### src/rtl/respawn_timer.sv
// Per-player death/respawn sequencer: retrigger, cancel, global pause, one-cycle respawn pulse.
// Optional invulnerability window after respawn is compiled in with RESPAWN_INVULN_EN.
module respawn_timer #(
    parameter int NUM_CH        = 2,
    parameter int CNT_W         = 27,
    parameter int DEAD_CYCLES   = 134217700,
    parameter int INVULN_CYCLES = 50000000
) (
    input  logic              clk,
    input  logic              reset,
    input  logic [NUM_CH-1:0] kill,
    input  logic [NUM_CH-1:0] cancel,
    input  logic              pause,
    output logic [NUM_CH-1:0] death,
    output logic [NUM_CH-1:0] respawn_pulse,
`ifdef RESPAWN_INVULN_EN
    output logic [NUM_CH-1:0] invuln,
`endif
    output logic              any_dead
);

    typedef enum logic [1:0] {
        ST_IDLE   = 2'd0,
`ifdef RESPAWN_INVULN_EN
        ST_INVULN = 2'd2,
`endif
        ST_DEAD   = 2'd1
    } state_t;

    localparam logic [CNT_W-1:0] CNT_ZERO  = {CNT_W{1'b0}};
    localparam logic [CNT_W-1:0] CNT_ONE   = {{(CNT_W-1){1'b0}}, 1'b1};
    localparam logic [CNT_W-1:0] DEAD_LAST = CNT_W'(DEAD_CYCLES - 1);
`ifdef RESPAWN_INVULN_EN
    localparam logic [CNT_W-1:0] INV_LAST  = CNT_W'(INVULN_CYCLES - 1);
    localparam state_t           ST_EXPIRY = ST_INVULN;
`else
    localparam state_t           ST_EXPIRY = ST_IDLE;
`endif

    state_t            state_r [NUM_CH];
    state_t            state_s [NUM_CH];
    logic [CNT_W-1:0]  count_r [NUM_CH];
    logic [CNT_W-1:0]  count_s [NUM_CH];
    logic [NUM_CH-1:0] death_s;
    logic [NUM_CH-1:0] pulse_s;
    logic [NUM_CH-1:0] death_r;
    logic [NUM_CH-1:0] pulse_r;
    logic              any_dead_r;
`ifdef RESPAWN_INVULN_EN
    logic [NUM_CH-1:0] invuln_s;
    logic [NUM_CH-1:0] invuln_r;
`endif

    // Next-state and next-output logic for every channel; priority cancel > kill > pause > count.
    always_comb begin
        death_s = {NUM_CH{1'b0}};
        pulse_s = {NUM_CH{1'b0}};
`ifdef RESPAWN_INVULN_EN
        invuln_s = {NUM_CH{1'b0}};
`endif
        for (int ch = 0; ch < NUM_CH; ch++) begin
            state_s[ch] = state_r[ch];
            count_s[ch] = count_r[ch];
            case (state_r[ch])
                ST_IDLE: begin
                    count_s[ch] = CNT_ZERO;
                    if (kill[ch] && !cancel[ch]) begin
                        state_s[ch] = ST_DEAD;
                    end else begin
                        state_s[ch] = ST_IDLE;
                    end
                end
                ST_DEAD: begin
                    if (cancel[ch]) begin
                        state_s[ch] = ST_IDLE;
                        count_s[ch] = CNT_ZERO;
                    end else if (kill[ch]) begin
                        count_s[ch] = CNT_ZERO;
                    end else if (pause) begin
                        count_s[ch] = count_r[ch];
                    end else if (count_r[ch] == DEAD_LAST) begin
                        // The compare stops the counter here, so it can never wrap.
                        state_s[ch] = ST_EXPIRY;
                        count_s[ch] = CNT_ZERO;
                        pulse_s[ch] = 1'b1;
                    end else begin
                        count_s[ch] = count_r[ch] + CNT_ONE;
                    end
                end
`ifdef RESPAWN_INVULN_EN
                ST_INVULN: begin
                    if (cancel[ch]) begin
                        state_s[ch] = ST_IDLE;
                        count_s[ch] = CNT_ZERO;
                    end else if (pause) begin
                        count_s[ch] = count_r[ch];
                    end else if (count_r[ch] == INV_LAST) begin
                        state_s[ch] = ST_IDLE;
                        count_s[ch] = CNT_ZERO;
                    end else begin
                        count_s[ch] = count_r[ch] + CNT_ONE;
                    end
                end
`endif
                default: begin
                    state_s[ch] = ST_IDLE;
                    count_s[ch] = CNT_ZERO;
                end
            endcase
            death_s[ch] = (state_s[ch] == ST_DEAD);
`ifdef RESPAWN_INVULN_EN
            invuln_s[ch] = (state_s[ch] == ST_INVULN);
`endif
        end
    end

    // State, counters and registered outputs; any_dead comes from the next-state vector to stay aligned.
    always_ff @(posedge clk or posedge reset) begin
        if (reset) begin
            for (int ch = 0; ch < NUM_CH; ch++) begin
                state_r[ch] <= ST_IDLE;
                count_r[ch] <= CNT_ZERO;
            end
            death_r    <= {NUM_CH{1'b0}};
            pulse_r    <= {NUM_CH{1'b0}};
            any_dead_r <= 1'b0;
`ifdef RESPAWN_INVULN_EN
            invuln_r   <= {NUM_CH{1'b0}};
`endif
        end else begin
            for (int ch = 0; ch < NUM_CH; ch++) begin
                state_r[ch] <= state_s[ch];
                count_r[ch] <= count_s[ch];
            end
            death_r    <= death_s;
            pulse_r    <= pulse_s;
            any_dead_r <= |death_s;
`ifdef RESPAWN_INVULN_EN
            invuln_r   <= invuln_s;
`endif
        end
    end

    assign death         = death_r;
    assign respawn_pulse = pulse_r;
    assign any_dead      = any_dead_r;
`ifdef RESPAWN_INVULN_EN
    assign invuln        = invuln_r;
`endif

endmodule

### config.mk
export PLATFORM = sky130hd
export DESIGN_NAME = respawn_timer
export DESIGN_NICKNAME = d
export VERILOG_FILES = /design/src/rtl/respawn_timer.sv
export SDC_FILE = /design/constraint.sdc
export NUM_CORES = 1
export LEC_CHECK = 0
export CAP_MARGIN = 20
export CORE_AREA = 3 3 102 84
export CTS_BUF_LIST = sky130_fd_sc_hd__clkbuf_8
export DETAILED_ROUTE_END_ITERATION = 8
export DIE_AREA = 0 0 105 87
export GPL_TIMING_DRIVEN = 0
export HOLD_SLACK_MARGIN = 0.03
export PLACE_DENSITY = 0.54
export SYNTH_ARGS = -nofsm -noshare
export SYNTH_HDL_FRONTEND = slang
export SYNTH_SLANG_ARGS = --single-unit
### constraint.sdc
create_clock -name clk -period 5.1 [get_ports clk]
set_clock_uncertainty 0.1 [all_clocks]
set_input_delay 1.02 -clock clk [delete_from_list [all_inputs] [get_ports clk]]
set_output_delay 1.02 -clock clk [all_outputs]
set_load 0.02 [all_outputs]
After elaboration in Yosys (flattened, before gate mapping). Cells that the tools add are included.

Output and inout port bits: 5. Word-level logic and storage cells: 56. Memories kept: 0. Bits in writable memories: 0. Latch bits: 0. Memory bits (read-only): 0. Register bits after elaboration: 63.

Mux-type cells: 32. $mul: 0. Bitwise gates (word level): 0. Reduce and logical (&&, ||, !) cells: 7. Shifts and indexed selects: 0. $lt $le $gt $ge: 0. Div/mod/pow operators: 0. Equal/unequal tests: 8. Add/subtract/negate cells: 2.

Operator list (count): 2-to-1 mux 27 bit (10); adder 27 x 1 -> 27 bit (second input constant) (2); equality test 27 bit (second input constant) (2); 2-to-1 mux 2 bit (8); 2-to-1 mux 1 bit (12); equality test 2 x 1 -> 1 bit (second input constant) (4); != test 4 bit (second input constant) (2); case mux 2 bit (2 select lines) (2); logical NOT 2 bit (2); logical AND 1 bit (2); logical NOT 1 bit (2); OR reduction 2 bit (1).

Longest topological paths before layout. Gate-level depths: netlist of the first run.

Depth in word-level cells: 8. Depth in mapped cells: 7. Gate-level depth less buffers: 6.

Worst setup path after synthesis of the first run. Ideal clock, no wire load.

Kind: input port to flip-flop. From: in kill[1]. To: reg count_r[10] in the netlist's numbering. Buffers on the path: 0. Stages: 5. Data required time: 4.881 ns. Setup slack: 2.726 ns. Data arrival time: 2.155 ns. Path through: nor4b_2 a211oi_1 and2b_1 xnor2_1 nor2_1.

Longest elaborated chain between the ends: 3. Elaborated cells between the ends (all ways): 4. Classes of those cells: eq/ne (1); mux (3).

Ends and longest elaborated chain: start: declaration (line 11) `input logic [NUM_CH-1:0] kill,`; 2-to-1 mux 27 bit (line 77) `end else if (kill[ch]) begin`; 2-to-1 mux 27 bit (line 74) `if (cancel[ch]) begin`; 2-to-1 mux 27 bit (line 64) `case (state_r[ch])`; end signal: indexed assignment (line 133) `count_r[ch] <= count_s[ch];`; end: declaration (line 42) `logic [CNT_W-1:0] count_r [NUM_CH];`.

Several ways; a longest one is shown, not always the timed one. A chain may end at the register's enable or synchronous reset.

Worst setup path in the final report of the first run. Ends and elaborated chain as after synthesis.

==> results by group, run 1 <==
Job
  – MaxCap Viol Count: 0

Synth
  – Mapped Cells: 318
  – YS warnings: 0
  – Flops & latches, synth: 63
  – Ys async rst share: 100.0%
  – Main synth FF type: dfrtp_1
  – Synthesized area per cell: 10.20 sq um
  – Number of synthesized flops with an enable pin: 0
  – Seq/Total Area, Yosys: 48.61%
  – Syn Std Cell Area: 3243 sq um
  – Yosys cell types: 47

Drt
  – Detailed Route WL: 6446 microns
  – Mean routed wirelength per cell: 14.29 microns
  – Via Count: 2355
  – Pre-antenna DRT Iters: 4
  – Antenna-violating nets left: 0
  – # DRC: 0
  – Via/cell ratio: 5.222
  – Initial drt markers: 100

Timing
  – Setup total negative slack: 0 ps
  – Final hold slack: 393.7 ps
  – Hold Fails Final Rpt: 0
  – Final setup fails: 0
  – Slew HR: 40.03%
  – Period utilization: 56.82%
  – Worst Tran Pin Value: 894.2 ps
  – Final Critical Period: 2898 ps
  – Max Clock Freq: 345.1 MHz
  – Max-slew violation count: 0
  – RSZ-0062 raised after global routing: false

Critical path
  – Worst Setup EP: count_r[10]
  – Worst setup startpoint: kill[1]
  – Worst r2r src: count_r[6]
  – Reg2Reg Setup Slack: 2860 ps
  – FF-to-FF path depth: 6
  – WS Path Type: in -> reg
  – CP Launch Type: input port
  – Worst Path Arrival: 3030 ps
  – Worst endpoint required time: 5230 ps
  – Worst-path fanout max: 8
  – R2r endpoint: count_r[23]
  – Crit. End Element: flip-flop

Die
  – Standard-cell rows: 28
  – Initial Util: 43.26%
  – Die width: 105 microns
  – Core area: 7497 sq um
  – # IOs: 12
  – Die Area: 9135 sq um
  – Height of the chip: 87 microns

Place
  – Cell Area, Placed: 3498 sq um
  – Routability cong.: 0.8019
  – HPWL after detailed placement: 4557 microns
  – Placed cells: 435
  – PortBufs: 10

Clock network
  – Clock latency on the worst-skew pair: 330 ps
  – Clock transition at path regs: 70 ps
  – Num CTS Buffers: 9
  – Sink Count: 63
  – CTS tree: built
  – Htree depth: 3
  – Hold buffers post-CTS: 0
  – Post-CTS sizing: 0
  – Maximum clock path buffer count: 2
  – Post-CTS Setup Repair Bufs: 0
  – CTS Root Cell: clkbuf_8

Global routing
  – Gr usage total: 15.80%
  – First-pass GRT wire length: 11470 microns
  – Grt ovf: 0
  – Largest net degree at the start of global routing: 35
  – Initial antenna violation count: 0
  – Vias in the first global route: 2283

Cells and area
  – Area Growth Syn to Fin: 15.36%
  – Fillcell total: 727
  – Nets: 350
  – Final Instance Area: 3741 sq um
  – Share of layout cells above drive strength 1: 10.69%
  – Most common cell after layout, fill and taps aside: dfrtp_1
  – Non-filler instance count after layout: 451
  – Most frequent cells in the layout: dfrtp_1 (63), nor2_1 (51), xor2_1 (33)
  – Final Util: 49.90%
  – Antenna Cells: 0

Run status
  – Status: complete, no violations

Min path
  – HP Class: reg -> reg

Pwr
  – Leak Pwr: 1.538 nW
  – PwrDens: 282.1 nW/um^2
  – Maximum VDD drop: 0.0001548 V
cells in the mapped netlist (all sizes together), types with 6 or more instances:
cell type	n	area [sq um]
buf	6	41.28
nand4	25	168.9
inv	6	22.52
dfrtp	63	1577
xor2	33	289.0
nand3	25	125.1
nand2	20	75.07
and3	8	50.05
xnor2	11	96.34
a21oi	6	30.03
nor2	51	191.4
critical path: stages:
cell	delay (ps)
clkdlybuf4s50_1	470
nor4b_2	700
a211oi_1	370
and2b_1	270
xnor2_1	130
nor2_1	50
cell type report:
class,count,area (sq um),area share (%)
flip-flops and latches,63,1577,42.14
repair buffers,11,120.1,3.211
clock inverters,3,63.81,1.706
plain buffers,8,48.80,1.304
multi-input cells,242,1599,42.74
well taps,105,131.4,3.512
inverters,6,22.52,0.6020
clock buffers,13,178.9,4.783
worst min-delay path by stage:
stage	startpoint	to	slack, ps	cells past startpoint
floorplan	count_r[52]	count_r[52]	350	1
global placement	count_r[52]	count_r[52]	380	1
detailed placement	count_r[52]	count_r[52]	380	1
CTS	count_r[52]	count_r[52]	390	1
global route	count_r[52]	count_r[52]	410	1
finish	count_r[52]	count_r[52]	390	1
flip-flops by register name, summed over array words and instances (netlist names):
name	count
respawn_pulse	2
death	2
count_r	54
state_r	4
any_dead	1
per-stage QoR:
stage               power [W]  setup slack, ps
floorplan           0.0005334             2410
global placement    0.0005481             1161
detailed placement  0.0005503             1874
CTS                  0.001071             2224
global route         0.001100             2073
finish               0.001055             2202
cell families after synthesis:
kind of cell,after synthesis,synth area share [%]
buffers and inverters,14,2.199
AO/OA/AOI/OAI,26,7.099
other,1,0.1156
XOR/XNOR,44,11.88
flip-flops,63,48.61
AND/OR/NAND/NOR,167,28.97
adder cells (fa/ha/maj),2,0.7715
multiplexers,1,0.3472
power breakdown:
part	leakage [nW]	internal [W]	switching, W	total [W]
registers	0.872	0.000503	0.00000179	0.000505
logic	0.540	0.0000126	0.0000219	0.0000345
clock network	0.127	0.000327	0.000189	0.000516
per-layer routing:
layer / global-route usage (%) / part of all wire (%) / routed length (microns) / up-vias
met1: 25.09 / 57 / 3680 / 1130
met4: 5.006 / 1.2 / 77 / 0
li1: - / - / - / 1174
met2: 20.68 / 38 / 2472 / 42
met3: 3.855 / 3.3 / 215 / 9
met5: 0 / 0 / 0 / -
No activity file was read; power rests on OpenSTA's default activity.
==> run 2, diff against run 1 <==
--- a/config.mk
+++ b/config.mk
@@ -12,7 +12,7 @@
 export DIE_AREA = 0 0 105 87
 export GPL_TIMING_DRIVEN = 0
 export HOLD_SLACK_MARGIN = 0.03
-export PLACE_DENSITY = 0.54
+export PLACE_DENSITY = 0.57
 export SYNTH_ARGS = -nofsm -noshare
 export SYNTH_HDL_FRONTEND = slang
 export SYNTH_SLANG_ARGS = --single-unit
==> constraint.sdc (replaced) <==
create_clock -name clk -period 2.5 [get_ports clk]
set_clock_uncertainty 0.1 [all_clocks]
set_input_delay 0.5 -clock clk [delete_from_list [all_inputs] [get_ports clk]]
set_output_delay 0.5 -clock clk [all_outputs]
set_load 0.02 [all_outputs]
==> run 2 against run 1 <==
Register-to-register slack got worse by 2600 ps; sequential share of layout area increased by 0.14 points; clock power rose by 96%; clock-buffer cell count down 3; final cell count unchanged; die area stayed put; via count increased by 1.1%; non-clock buffer count is the same; flip-flop and latch count unchanged; critical path type unchanged.
==> results by group, run 2 (synthesis results as in run 1) <==
Timing
  – Worst Tran Pin Value: 888.0 ps (-6.210 ps)
  – RSZ-0062 raised after global routing: false
  – Slew HR: 40.45% (+0.42 points)
  – Final hold slack: 379.8 ps (-13.96 ps)
  – Period utilization: 96.69%
  – Final Critical Period: 2417 ps
  – Max-slew violation count: 0 (unchanged)
  – Max Clock Freq: 413.7 MHz
  – Hold Fails Final Rpt: 0 (unchanged)
  – Final setup fails: 0 (unchanged)

Clock network
  – Num CTS Buffers: 9 (unchanged)
  – Htree depth: 3 (unchanged)
  – CTS Root Cell: clkbuf_8
  – Clock transition at path regs: 80 ps (about the same)
  – CTS tree: built
  – Post-CTS Setup Repair Bufs: 0 (unchanged)
  – Sink Count: 63 (unchanged)
  – Hold buffers post-CTS: 0 (unchanged)
  – Post-CTS sizing: 0 (unchanged)
  – Maximum clock path buffer count: 2 (unchanged)
  – Clock latency on the worst-skew pair: 340 ps (about the same)

Cells and area
  – Most frequent cells in the layout: dfrtp_1 (63), nor2_1 (51), xor2_1 (33)
  – Largest regs: count_r x54, state_r x4
  – Share of layout cells above drive strength 1: 10.98% (+0.29 points)
  – Area of the multi-input gates: 1599 sq um (unchanged)
  – Nets: 350 (unchanged)
  – Final Instance Area: 3729 sq um (-0.33%)
  – Area Growth Syn to Fin: 14.97%
  – Storage cell area: 1577 sq um (unchanged)
  – Max reg flops: 54 (unchanged)
  – Final Util: 49.73% (-0.17 points)
  – Biggest register: count_r
  – Antenna Cells: 0 (unchanged)
  – Most common cell after layout, fill and taps aside: dfrtp_1
  – Fillcell total: 710 (-2.3%)

Critical path
  – CP Launch Type: input port
  – Worst Path Arrival: 2550 ps (-480 ps)
  – Worst-path fanout max: 8 (unchanged)
  – WS Path Type: in -> reg
  – Crit. End Element: flip-flop
  – Worst endpoint required time: 2640 ps (-2590 ps)

Global routing
  – Gr usage total: 16.04% (+0.23 points)
  – Largest net degree at the start of global routing: 36 (+2.9%)
  – Grt ovf: 0 (unchanged)
  – Vias in the first global route: 2374 (+4.0%)
  – First-pass GRT wire length: 11670 microns (+1.8%)
  – Initial antenna violation count: 0 (unchanged)

Die
  – Die Area: 9135 sq um (unchanged)
  – Die width: 105 microns (unchanged)
  – Core area: 7497 sq um (unchanged)
  – Standard-cell rows: 28 (unchanged)
  – # IOs: 12 (unchanged)
  – Height of the chip: 87 microns (unchanged)
  – Initial Util: 43.26% (unchanged)

Job
  – MaxCap Viol Count: 0 (unchanged)

Pwr
  – Clock Power Share: 47.8% (-1.1 points)
  – Flop pwr share: 48.9% (+1.1 points)
  – PwrDens: 564.9 nW/um^2 (+100%)
  – Logic gate share of total power: 3.3% (about the same)
  – P_int: 0.001645 W (+95%)
  – Maximum VDD drop: 0.0002932 V (+89%)
  – Switching Share: 21.91% (+1.8 points)
  – Switch Pwr: 0.0004615 W (+120%)
  – Leak Pwr: 1.521 nW (-1.2%)

Drt
  – Initial drt markers: 109 (+9.0%)
  – Mean routed wirelength per cell: 14.57 microns (+1.9%)
  – Via Count: 2382 (+1.1%)
  – Pre-antenna DRT Iters: 4 (unchanged)
  – Via/cell ratio: 5.282 (+1.1%)
  – # DRC: 0 (unchanged)
  – Antenna-violating nets left: 0 (unchanged)
  – Detailed Route WL: 6569 microns (+1.9%)

Place
  – Routability cong.: 0.7844 (-2.2%)
  – PortBufs: 10 (unchanged)
  – HPWL after detailed placement: 4608 microns (+1.1%)
  – Cell Area, Placed: 3498 sq um (unchanged)

Run status
  – Status: complete, no violations

Min path
  – HP Class: reg -> reg
run 2: cell count changes in the layout (fill, tap and decap cells not counted), sizes merged:
cell | before | now
clkbuf | 15 | 12
clkinv | 0 | 1
clkinvlp | 0 | 2
run 2: layer usage:
metal	wire length (microns)	GRT usage [%]	up-vias
met5	0	0	-
met4	57	3.576	0
met3	314	4.893	5
met2	2599	22.54	44
met1	3597	24.15	1161
li1	-	-	1172
run 2: worst paths after layout:
path	from	endpoint	slack [ps]	cells after the start
worst max-delay path	kill[1]	count_r[10]	80	6
worst min-delay path	count_r[52]	count_r[52]	380	1
worst max register to register	count_r[6]	count_r[23]	280	6
worst min register to register	count_r[52]	count_r[52]	380	1
max in group asynchronous	reset	respawn_pulse[0]	1220	3
min in group asynchronous	reset	count_r[8]	470	2
run 2: metrics by stage:
step / power, W / instances / setup TNS (ps) / setup slack [ps]
finish: 0.002106 / 451 / 0 / 82.83
global route: 0.002195 / 451 / 0 / 50.19
CTS: 0.002135 / 451 / 0 / 130.3
detailed placement: 0.001121 / 435 / -3815 / -235.0
global placement: 0.001117 / 434 / -57490 / -869.4
floorplan: 0.001088 / 319 / 0 / 330.3
run 2: layout make-up:
cell class / instances / share of cell area, %
multi-input cells: 242 / 42.89
flip-flops and latches: 63 / 42.28
clock buffers: 10 / 3.691
well taps: 105 / 3.523
repair buffers: 11 / 3.221
clock inverters: 6 / 2.483
plain buffers: 8 / 1.309
inverters: 6 / 0.6040
run 2: power groups by stage:
stage	Clock (W)	Combinational, W	Sequential, W
floorplan	0	0.0000351	0.00105
detailed placement	0	0.0000727	0.00105
CTS	0.00103	0.0000727	0.00103
global placement	0	0.0000680	0.00105
finish	0.00101	0.0000703	0.00103
global route	0.00109	0.0000792	0.00103
run 2: worst max-delay path, stage by stage:
cell             delay (ps)
clkdlybuf4s50_1         470
nor4b_2                 740
a211oi_1                380
and2b_1                 280
xnor2_1                 130
nor2_1                   50
==> run 3, diff against run 2 <==
--- a/config.mk
+++ b/config.mk
@@ -6,13 +6,15 @@
 export NUM_CORES = 1
 export LEC_CHECK = 0
 export CAP_MARGIN = 20
+export CELL_PAD_IN_SITES_DETAIL_PLACEMENT = 0
+export CELL_PAD_IN_SITES_GLOBAL_PLACEMENT = 1
 export CORE_AREA = 3 3 102 84
 export CTS_BUF_LIST = sky130_fd_sc_hd__clkbuf_8
 export DETAILED_ROUTE_END_ITERATION = 8
 export DIE_AREA = 0 0 105 87
 export GPL_TIMING_DRIVEN = 0
 export HOLD_SLACK_MARGIN = 0.03
-export PLACE_DENSITY = 0.57
+export PLACE_DENSITY = 0.69
 export SYNTH_ARGS = -nofsm -noshare
 export SYNTH_HDL_FRONTEND = slang
 export SYNTH_SLANG_ARGS = --single-unit
==> run 3 against run 2 <==
Fmax grew 6.8%; clock power shrank 14%; combinational power grew 1%; critical path type unchanged; largest cell class unchanged; global-route usage grew 0.27 points; flip-flop and latch count is the same.
==> results by group, run 3 (synthesis results as in run 1) <==
Cells and area
  – Most frequent cells in the layout: dfrtp_1 (63), nor2_1 (51), xor2_1 (33)
  – Nets: 350 (unchanged)
  – Antenna Cells: 0 (unchanged)
  – Max reg flops: 54 (unchanged)
  – Area Growth Syn to Fin: 14.00%
  – Storage cell area: 1577 sq um (unchanged)
  – Share of layout cells above drive strength 1: 10.40% (-0.58 points)
  – Largest regs: count_r x54, state_r x4
  – Fillcell total: 746 (+5.1%)
  – Area of the multi-input gates: 1608 sq um (+0.55%)
  – Most common cell after layout, fill and taps aside: dfrtp_1
  – Biggest register: count_r
  – Final Instance Area: 3697 sq um (-0.84%)
  – Final Util: 49.32% (-0.42 points)

Timing
  – Hold Fails Final Rpt: 0 (unchanged)
  – Max Clock Freq: 441.7 MHz (+6.8%)
  – Worst Tran Pin Value: 893.4 ps (+5.458 ps)
  – RSZ-0062 raised after global routing: false
  – Period utilization: 90.56% (-6.1 points)
  – Final setup fails: 0 (unchanged)
  – Max-slew violation count: 0 (unchanged)
  – Final Critical Period: 2264 ps (-153.2 ps)
  – Slew HR: 40.08% (-0.37 points)

Die
  – Standard-cell rows: 28 (unchanged)
  – Initial Util: 43.26% (unchanged)
  – Height of the chip: 87 microns (unchanged)
  – Die Area: 9135 sq um (unchanged)
  – Die width: 105 microns (unchanged)
  – Core area: 7497 sq um (unchanged)
  – # IOs: 12 (unchanged)

Clock network
  – CTS Root Cell: clkbuf_8
  – Post-CTS Setup Repair Bufs: 0 (unchanged)
  – Htree depth: 3 (unchanged)
  – Sink Count: 63 (unchanged)
  – Clock transition at path regs: 70 ps (about the same)
  – Hold buffers post-CTS: 0 (unchanged)
  – Num CTS Buffers: 9 (unchanged)
  – CTS tree: built
  – Clock latency on the worst-skew pair: 340 ps (about the same)
  – Post-CTS sizing: 0 (unchanged)
  – Maximum clock path buffer count: 2 (unchanged)

Critical path
  – CP Launch Type: input port
  – Crit-path max cell delay: 770 ps (+30 ps)
  – Buffer and inverter count on the worst path: 1 (unchanged)
  – Worst-path fanout max: 8 (unchanged)
  – Top delay family on crit path: compound AO/OA/AOI/OAI gates
  – Crit path cell chain: clkdlybuf4s50_1, nor4b_4, a211oi_1, nand4_1, xor2_1, nor2_1
  – Worst Setup EP: count_r[14]
  – Worst Path Arrival: 2400 ps (-150 ps)
  – Worst setup startpoint: kill[1]
  – Crit. End Element: flip-flop
  – WS Path Type: in -> reg
  – Reg2Reg Setup Slack: 280 ps (about the same)
  – Worst endpoint required time: 2630 ps (about the same)
  – FF-to-FF path depth: 6 (unchanged)
  – R2r endpoint: count_r[16]
  – Levels on crit path: 6 (unchanged)
  – Worst r2r src: count_r[6]
  – Critical-path top delay cell: a211oi_1

Job
  – MaxCap Viol Count: 0 (unchanged)

Pwr
  – Leak Pwr: 1.523 nW (+0.18%)
  – PwrDens: 532.7 nW/um^2 (-5.7%)
  – Maximum VDD drop: 0.0002200 V (-25%)

Global routing
  – Largest net degree at the start of global routing: 39 (+8.3%)
  – Initial antenna violation count: 0 (unchanged)
  – Gr usage total: 16.31% (+0.27 points)
  – Vias in the first global route: 2249 (-5.3%)
  – First-pass GRT wire length: 11670 microns (about the same)
  – Grt ovf: 0 (unchanged)

Min path
  – HP Class: reg -> reg

Drt
  – Detailed Route WL: 6653 microns (+1.3%)
  – Via Count: 2301 (-3.4%)
  – Mean routed wirelength per cell: 14.75 microns (+1.3%)
  – Antenna-violating nets left: 0 (unchanged)
  – Via/cell ratio: 5.102 (-3.4%)
  – Initial drt markers: 94 (-14%)
  – Pre-antenna DRT Iters: 4 (unchanged)
  – # DRC: 0 (unchanged)

Run status
  – Status: complete, no violations

Place
  – Routability cong.: 0.7588 (-3.3%)
  – Cell Area, Placed: 3498 sq um (unchanged)
  – PortBufs: 10 (unchanged)
  – HPWL after detailed placement: 4686 microns (+1.7%)
## run 3: stage by stage
| stage | total power [W] | instances | worst slack, ps | setup TNS [ps] | hold WS (ps) |
|---|---|---|---|---|---|
| 2_1_floorplan | 0.001088 | 319 | 330.3 | 0 | 350.5 |
| 3_3_place_gp | 0.001118 | 434 | -878.4 | -57990 | 380.2 |
| 3_5_place_dp | 0.001122 | 435 | -221.3 | -3489 | 373.1 |
| 4_1_cts | 0.002005 | 451 | 106.1 | 0 | 388.7 |
| 5_1_grt | 0.002063 | 451 | 66.58 | 0 | 404.4 |
| 6_report | 0.001970 | 451 | 236.0 | 0 | 399.2 |
## run 3: final cells by class
class	count	area share, %
Timing Repair Buffer	11	3.249
Sequential cell	63	42.64
Inverter	6	0.6091
Clock buffer	10	3.723
Tap cell	105	3.553
Multi-Input combinational cell	242	43.49
Buffer	8	1.320
Clock inverter	6	1.421
## run 3: how the worst min path moves through the flow
stage,end,startpoint,depth (start not counted)
after floorplan,count_r[52],count_r[52],1
after global routing,count_r[52],count_r[52],1
final,count_r[52],count_r[52],1
after CTS,count_r[52],count_r[52],1
after detailed placement,count_r[52],count_r[52],1
after global placement,count_r[52],count_r[52],1
## run 3: routing by layer
metal	global-route usage (%)	vias to the layer above	wire length (microns)
met3	4.744	10	256
met1	25.46	1079	3801
met5	0	-	0
met4	5.006	0	80
li1	-	1171	-
met2	21.32	41	2515
## run 3: power by group
part	leakage (nW)	internal, W	total [W]	switching, W
clock network	0.108	0.000475	0.000868	0.000393
logic	0.543	0.0000263	0.0000713	0.0000450
registers	0.872	0.00103	0.00103	0.00000415
total	1.52	0.00153	0.00197	0.000442
